--- src/rtl/skinny_mode_ctrl.sv ---
// skinny_mode_ctrl
// Sequencer for the masked Romulus-N mode datapath: serial load of state and
// tweakeys, masked Skinny-128-384+ rounds, tweakey revert with counter step,
// and serial unload. Both shares are driven by the same strobes.
module skinny_mode_ctrl #(
   parameter int unsigned NUM_ROUNDS = 40,
   parameter int unsigned ROUND_LAT  = 4,
   parameter int unsigned WORDS      = 4
) (
   input  logic       clk,
   input  logic       rst_n,
   input  logic       start,
   input  logic       ld_s,
   input  logic       ld_y,
   input  logic       ld_x,
   input  logic       use_tk1,
   input  logic [7:0] domain_i,
   input  logic [3:0] decrypt_i,
   input  logic       cnt_inc,
   input  logic       pdi_valid,
   output logic       pdi_ready,
   input  logic       sdi_valid,
   output logic       sdi_ready,
   output logic       pdo_valid,
   input  logic       pdo_ready,
   output logic       busy,
   output logic       done,
   output logic       srst,
   output logic       senc,
   output logic       sse,
   output logic       xrst,
   output logic       xenc,
   output logic       xse,
   output logic       yrst,
   output logic       yenc,
   output logic       yse,
   output logic       zrst,
   output logic       zenc,
   output logic       zse,
   output logic       correct_cnt,
   output logic       tk1s,
   output logic [5:0] constant,
   output logic [7:0] domain,
   output logic [3:0] decrypt
);

   localparam int unsigned RW = (NUM_ROUNDS > 1) ? $clog2(NUM_ROUNDS) : 1;
   localparam int unsigned PW = (ROUND_LAT  > 1) ? $clog2(ROUND_LAT)  : 1;
   localparam int unsigned WW = (WORDS      > 1) ? $clog2(WORDS)      : 1;

   localparam logic [2:0] ST_IDLE   = 3'd0;
   localparam logic [2:0] ST_INIT   = 3'd1;
   localparam logic [2:0] ST_LD_S   = 3'd2;
   localparam logic [2:0] ST_LD_Y   = 3'd3;
   localparam logic [2:0] ST_LD_X   = 3'd4;
   localparam logic [2:0] ST_ROUND  = 3'd5;
   localparam logic [2:0] ST_REVERT = 3'd6;
   localparam logic [2:0] ST_OUT    = 3'd7;

   // Strobe vector bit order: {srst,senc,sse,xrst,xenc,xse,yrst,yenc,yse,zrst,zenc,zse}
   localparam logic [11:0] STB_SHIFT_S = 12'h600;
   localparam logic [11:0] STB_SHIFT_X = 12'h0C0;
   localparam logic [11:0] STB_SHIFT_Y = 12'h018;
   localparam logic [11:0] STB_COMMIT  = 12'h492;
   localparam logic [11:0] STB_REVERT  = 12'h1B6;
   localparam logic [11:0] STB_CNT     = 12'h006;

   logic [2:0]    state_q, state_d;
   logic [WW-1:0] word_q;
   logic [RW-1:0] round_q;
   logic [PW-1:0] phase_q;
   logic [5:0]    const_q;
   logic [7:0]    dom_q;
   logic [3:0]    dec_q;
   logic          f_ld_s, f_ld_y, f_ld_x, f_tk1;
   logic          done_q;

   logic          pdi_hs, sdi_hs, pdo_hs, word_hs;
   logic          last_word, last_phase, last_round;
   logic [2:0]    after_init, after_s, after_y;
   logic [11:0]   stb;
   logic          cc;

   function automatic logic [5:0] lfsr_step(input logic [5:0] c);
      return {c[4:0], c[5] ^ c[4] ^ 1'b1};
   endfunction

   assign pdi_ready = (state_q == ST_LD_S) || (state_q == ST_LD_Y);
   assign sdi_ready = (state_q == ST_LD_X);
   assign pdo_valid = (state_q == ST_OUT);

   assign pdi_hs  = pdi_valid & pdi_ready;
   assign sdi_hs  = sdi_valid & sdi_ready;
   assign pdo_hs  = pdo_valid & pdo_ready;
   assign word_hs = pdi_hs | sdi_hs | pdo_hs;

   assign last_word  = (word_q  == WW'(WORDS - 1));
   assign last_phase = (phase_q == PW'(ROUND_LAT - 1));
   assign last_round = (round_q == RW'(NUM_ROUNDS - 1));

   // Disabled loads are skipped entirely, so each exit resolves the chain here.
   assign after_y    = f_ld_x ? ST_LD_X : ST_ROUND;
   assign after_s    = f_ld_y ? ST_LD_Y : after_y;
   assign after_init = f_ld_s ? ST_LD_S : after_s;

   // Next-state selection
   always_comb begin
      state_d = state_q;
      case (state_q)
         ST_IDLE:   if (start) state_d = ST_INIT;
         ST_INIT:   state_d = after_init;
         ST_LD_S:   if (pdi_hs && last_word) state_d = after_s;
         ST_LD_Y:   if (pdi_hs && last_word) state_d = after_y;
         ST_LD_X:   if (sdi_hs && last_word) state_d = ST_ROUND;
         ST_ROUND:  if (last_phase && last_round) state_d = ST_REVERT;
         ST_REVERT: state_d = ST_OUT;
         ST_OUT:    if (pdo_hs && last_word) state_d = ST_IDLE;
         default:   state_d = ST_IDLE;
      endcase
   end

   // Datapath strobes from state and same-cycle handshake
   always_comb begin
      stb = '0;
      cc  = 1'b0;
      case (state_q)
         ST_IDLE: if (cnt_inc && !start) begin
            stb = STB_CNT;
            cc  = 1'b1;
         end
         ST_LD_S:   if (pdi_hs) stb = STB_SHIFT_S;
         ST_LD_Y:   if (pdi_hs) stb = STB_SHIFT_Y;
         ST_LD_X:   if (sdi_hs) stb = STB_SHIFT_X;
         ST_ROUND:  if (last_phase) stb = STB_COMMIT;
         ST_REVERT: stb = STB_REVERT;
         ST_OUT:    if (pdo_hs) stb = STB_SHIFT_S;
         default:   stb = '0;
      endcase
   end

   // Strobes are suppressed in a reset cycle so no register sees a partial update.
   assign {srst, senc, sse, xrst, xenc, xse, yrst, yenc, yse, zrst, zenc, zse} =
          stb & {12{rst_n}};
   assign correct_cnt = cc & rst_n;

   assign busy     = (state_q != ST_IDLE);
   assign done     = done_q;
   assign tk1s     = (state_q == ST_ROUND) & f_tk1;
   assign constant = const_q;
   assign domain   = busy ? dom_q : '0;
   assign decrypt  = (state_q == ST_OUT) ? dec_q : '0;

   // State, counters, latched command and round constant
   always_ff @(posedge clk) begin
      if (!rst_n) begin
         state_q <= ST_IDLE;
         word_q  <= '0;
         round_q <= '0;
         phase_q <= '0;
         const_q <= '0;
         dom_q   <= '0;
         dec_q   <= '0;
         f_ld_s  <= 1'b0;
         f_ld_y  <= 1'b0;
         f_ld_x  <= 1'b0;
         f_tk1   <= 1'b0;
         done_q  <= 1'b0;
      end else begin
         state_q <= state_d;
         done_q  <= (state_q == ST_OUT) && pdo_hs && last_word;

         if (state_q == ST_IDLE && start) begin
            f_ld_s <= ld_s;
            f_ld_y <= ld_y;
            f_ld_x <= ld_x;
            f_tk1  <= use_tk1;
            dom_q  <= domain_i;
            dec_q  <= decrypt_i;
         end

         if (word_hs) word_q <= last_word ? '0 : word_q + WW'(1);

         if (state_q == ST_ROUND) begin
            if (last_phase) begin
               phase_q <= '0;
               round_q <= last_round ? '0 : round_q + RW'(1);
            end else begin
               phase_q <= phase_q + PW'(1);
            end
         end

         // Entry into ROUND starts the sequence from zero so round 1 sees 0x01.
         if (state_q != ST_ROUND && state_d == ST_ROUND)
            const_q <= lfsr_step('0);
         else if (state_q == ST_ROUND && last_phase)
            const_q <= lfsr_step(const_q);
         else if (state_q == ST_INIT || state_d == ST_IDLE)
            const_q <= '0;
      end
   end

endmodule

--- config.mk ---
export PLATFORM = sky130hd
export DESIGN_NAME = skinny_mode_ctrl
export DESIGN_NICKNAME = d
export VERILOG_FILES = /design/src/rtl/skinny_mode_ctrl.sv
export SDC_FILE = /design/constraint.sdc
export NUM_CORES = 1
export LEC_CHECK = 0
export ABC_CLOCK_PERIOD_IN_PS = 4600
export CORE_MARGIN = 2
export CORE_UTILIZATION = 49
export DETAILED_ROUTE_END_ITERATION = 7
export GPL_TIMING_DRIVEN = 0
export PLACE_DENSITY_LB_ADDON = 0.25
export SYNTH_ARGS = -nofsm -noshare
export SYNTH_HDL_FRONTEND = slang
export SYNTH_SLANG_ARGS = --single-unit
--- constraint.sdc ---
create_clock -name clk -period 4.6 [get_ports clk]
set_input_delay 1.15 -clock clk [delete_from_list [all_inputs] [get_ports clk]]
set_output_delay 1.15 -clock clk [all_outputs]
set_load 0.05 [all_outputs]
Yosys cells after proc, flatten, opt, wreduce, memory -nomap -nowiden

Cells that the tools add are included.

Output and inout bits: 37
Logic and storage cells: 86
Register bits: 36

Mux-type cells: 27
Add/sub/neg operators: 3
Eq/ne operators: 12
Bitwise logic cells: 11
Reductions and logical operators: 20

Operator list:

| operator                                             | count |
|---|---|
| one-hot mux 12 bit (7 select lines)                  | 1 |
| two-way mux 11 bit                                   | 3 |
| two-way mux 3 bit                                    | 9 |
| one-hot mux 3 bit (8 select lines)                   | 1 |
| two-way mux 6 bit                                    | 3 |
| two-way mux 8 bit                                    | 2 |
| equality test 3 bit (second input constant)          | 5 |
| bitwise AND 12 bit                                   | 1 |
| logical AND 1 bit                                    | 10 |
| adder 6 x 1 -> 6 bit (second input constant)         | 1 |
| equality test 3 x 2 -> 1 bit (second input constant) | 2 |
| equality test 6 bit (second input constant)          | 1 |
| logical NOT 3 bit                                    | 2 |
| nonzero test 3 bit                                   | 2 |
| bitwise AND 1 bit                                    | 5 |
| two-way mux 5 bit                                    | 1 |
| adder 2 x 1 -> 2 bit (second input constant)         | 2 |
| equality test 2 bit (second input constant)          | 2 |
| two-way mux 1 bit                                    | 4 |
| two-way mux 2 bit                                    | 2 |
| two-way mux 4 bit                                    | 1 |
| equality test 3 x 1 -> 1 bit (second input constant) | 1 |
| inequality test 3 bit (second input constant)        | 1 |
| logical OR 1 bit                                     | 2 |
| 7 further kinds                                      | 9 |

Longest topological paths before layout

Word-level depth: 11
Depth in mapped cells: 7

Least setup slack after synthesis

Ideal clock, no wire load.

Path type: input to output
From: input rst_n
To: output yse
Path buffers: 1
Data required time: 3.450 ns
Data arrival time: 2.469 ns
Slack: 0.981 ns
Cell stages on the path: 3
Cells stage by stage: inv_1 clkbuf_1 nor3_1

Cells in the longest elaborated chain, start to end: 1

RTL lines:

| what               | RTL line | RTL |
|---|---|---|
| start, declared    | 11       | `input logic rst_n,` |
| bitwise AND 12 bit | 143      | `stb & {12{rst_n}};` |
| end, declared      | 36       | `output logic yse,` |

Every way passes these cells.

Worst setup path after layout

From: input rst_n
To: output yenc

Cells in the longest elaborated chain, start to end: 1

RTL lines:

| what               | RTL line | RTL |
|---|---|---|
| bitwise AND 12 bit | 143      |  |
| end, declared      | 35       | `output logic yenc,` |

Every way passes these cells.

==> summary.md <==
| Metric | Value |
|---|---|
| Mapped Cells | 240 |
| # fillers | 293 |
| Vias | 1,930 |
| Clk_lat worst skew | 0.29 ns |
| Post-synth cell types | 41 |
| Final Util | 0.725 |
| Mean Syn Cell Area | 7.68 sq um |
| Drc violations | 0 |
| Final instance area | 2640 sq um |
| R2R Path Start | phase_q[0] |
| Die Height | 65.4 microns |
| Number of nets in the layout | 330 |
| RSZ-0062 raised after global routing | no |
| Placement Setup Slack | -0.0539 ns |
| DR pass1 iterations | 4 |
| Critical path cell sequence | clkdlybuf4s50_1 -> inv_1 -> clkbuf_2 -> nor2_1 -> clkdlybuf4s50_1 |
| Clk root buf | clkbuf_8 |
| Max IR drop VDD | 0.274 mV |
| Final slew viol count | 0 |
| I/O pin count | 60 |
| Via/cell ratio | 5.47 |
| Initial DRC Count | 177 |
| Residual overflow from global routing | 0 |
| GRT Overall Usage | 0.231 |
| Crit-path max cell delay | 0.81 ns |
| Worst Setup SP | rst_n |
| Power Density | 445 nW/um^2 |
| Placer Congestion | 0.903 |
| Worst hold path class | register to register |
| Seq cells post-synth | 36 |
| First-pass GRT wire length | 7740 microns |
| CTS Hold Bufs | 0 |
| Synth async-reset ratio | 0 |
| P_leak | 1.01 nW |
| Area of the multi-input gates | 1020 sq um |
| Ys flop type | dfxtp_1 |
| CP max-delay cell | clkdlybuf4s50_1 |
| Synth top area share | 0.391 |
| Area leader, netlist | dfxtp_1 |
| Final WS setup | 0.162 ns |
| Die area | 4270 sq um |
| Max Cap Viol | 0 |
| Initial Util | 0.508 |
| Fin. Hold Viols | 0 |
| Post-synth top cells | nand2_1 (51), dfxtp_1 (36), a21oi_1 (26) |
| Hold wc startpoint | dom_q[3] |
| Crit path max fanout | 11 |
| CORE AREA | 3630 sq um |
| Total power | 1.17 mW |
| CP Capture Type | output port |
| CP Data Arrival Time | 3.29 ns |
| DRT Wirelength | 4630 microns |
| Status | completed |
| Min cycle time layout | 4.44 ns |
| Worst path required time | 3.45 ns |
| Setup TNS | 0 ns |
| Final setup fails | 0 |
| Skew final | 0.00704 ns |
| Cts bufs inserted | 5 |
| CTS tree | built |
| Most common cell on crit path | clkdlybuf4s50_1 |
| Htree depth | 2 |
| Worst-margin pin slew | 0.676 ns |
| CTS Sinks | 36 |
| Proportion of layout cells with a drive suffix above 1 | 0.0623 |
| Dpl cell area | 2480 sq um |
| WL/cell | 13.1 microns |
| Initial antenna violation count | 0 |
| Register area | 721 sq um |
| Most common cell in the netlist | nand2_1 |
| Chip width | 65.4 microns |
| Post-CTS setup buffer count | 0 |
| Slew headroom | 0.545 |
| Register area share after synthesis | 0.391 |
| FMAX | 225 MHz |
| Ant. Diodes | 0 |
| Largest net degree at the start of global routing | 13 |
| Worst-case clock buffer depth | 2 |
| Port bufs | 57 |
| Crit start category | primary input |
| Final Cycle Share | 0.965 |
| P&R area growth vs syn | 42.9% |
| DP HPWL | 3330 microns |
| Worst-path clk slew | 0.07 ns |
| Vias in the first global route | 1,798 |
| Cell Area, Synth | 1840 sq um |
| Area contributors post-synth | dfxtp_1 (39%), nand2_1 (10%), a21oi_1 (7.1%) |
| Synth warn | 0 |
| Critical Setup Path Class | primary input to output port |
| EDFF count, synth | 0 |
| Routed Antenna Nets | 0 |
| Row count | 22 |
[registers in the layout, summed over array words and instances (netlist names), 2 cells and up]
register  cells
constant      6
dec_q         4
dom_q         8
phase_q       2
round_q       6
state_q       3
word_q        2
[report_power, final]
group / total, mW / internal, mW / switching, mW
clock network: 0.386 / 0.271 / 0.115
logic: 0.420 / 0.143 / 0.277
registers: 0.366 / 0.345 / 0.0209
total: 1.17 / 0.759 / 0.413
[final cells by class]
type	count	area share
multi-input combinational	184	0.389
sequential	36	0.274
timing repair buffer	57	0.217
clock inverter	3	0.0342
buffer	14	0.0294
clock buffer	5	0.0261
tap	48	0.0228
inverter	6	0.00855
[kinds of logic after synthesis]
kind of cell	share of synthesized area
other cells	0.00203
flops	0.391
fa+ha+maj	0.0204
compound gates	0.187
buf+inv	0.0556
mux	0.0163
xor+xnor	0.0332
simple gates	0.295
[path summary, 6_finish.rpt]
| kind | end | cells past startpoint | slack [ns] |
|---|---|---|---|
| max | yenc | 5 | 0.16 |
| min | dom_q[3] | 2 | 0.45 |
| max reg2reg | constant[3] | 6 | 2.44 |
| min reg2reg | dom_q[3] | 2 | 0.45 |
[layer usage]
metal | global-route usage | vias up | share of wire
met2 | 0.372 | 94 | 0.46
met4 | 0.104 | 0 | 0.019
met1 | 0.289 | 872 | 0.42
met3 | 0.0616 | 12 | 0.095
met5 | 0 | - | 0
li1 | - | 952 | -
[worst max-delay path: cells and delay by family]
family	cells	cell delay, ns
buffers and inverters	4	2.00
and+or+nand+nor	1	0.14
[stage by stage]
stage	cells	hold slack, ns
floorplan	241	0.432
finish	353	0.452
global placement	346	0.437
detailed placement	346	0.445
CTS	354	0.456
global route	353	0.473
[cell usage in the layout (no fill, tap or decap), types with 2 or more instances in the layout]
| cell | count |
|---|---|
| a21o_1 | 2 |
| mux2i_1 | 3 |
| nand2b_1 | 5 |
| conb_1 | 2 |
| buf_4 | 3 |
| nand4_1 | 2 |
| nand3_1 | 4 |
| nor2b_1 | 9 |
| clkbuf_8 | 5 |
| nor3_1 | 4 |
| and2_1 | 6 |
| dfxtp_1 | 36 |
| xnor2_1 | 2 |
| o21ai_0 | 5 |
| o21bai_1 | 2 |
| bufinv_16 | 3 |
| xor2_1 | 5 |
| and3_1 | 6 |
| inv_1 | 6 |
| ha_1 | 3 |
| nand2_1 | 51 |
| clkbuf_1 | 5 |
| a21oi_1 | 26 |
| nand4b_1 | 2 |
| o311ai_1 | 6 |
| clkdlybuf4s50_1 | 57 |
| nor2_1 | 24 |
| buf_2 | 4 |
[timing repair]
action / 4_1_cts / 5_1_grt
gates resized for setup: 1 / 0
setup endpoints to repair: 1 / 1
pin swaps: 0 / 0
Note: power is estimated with default switching activity, not from simulation.
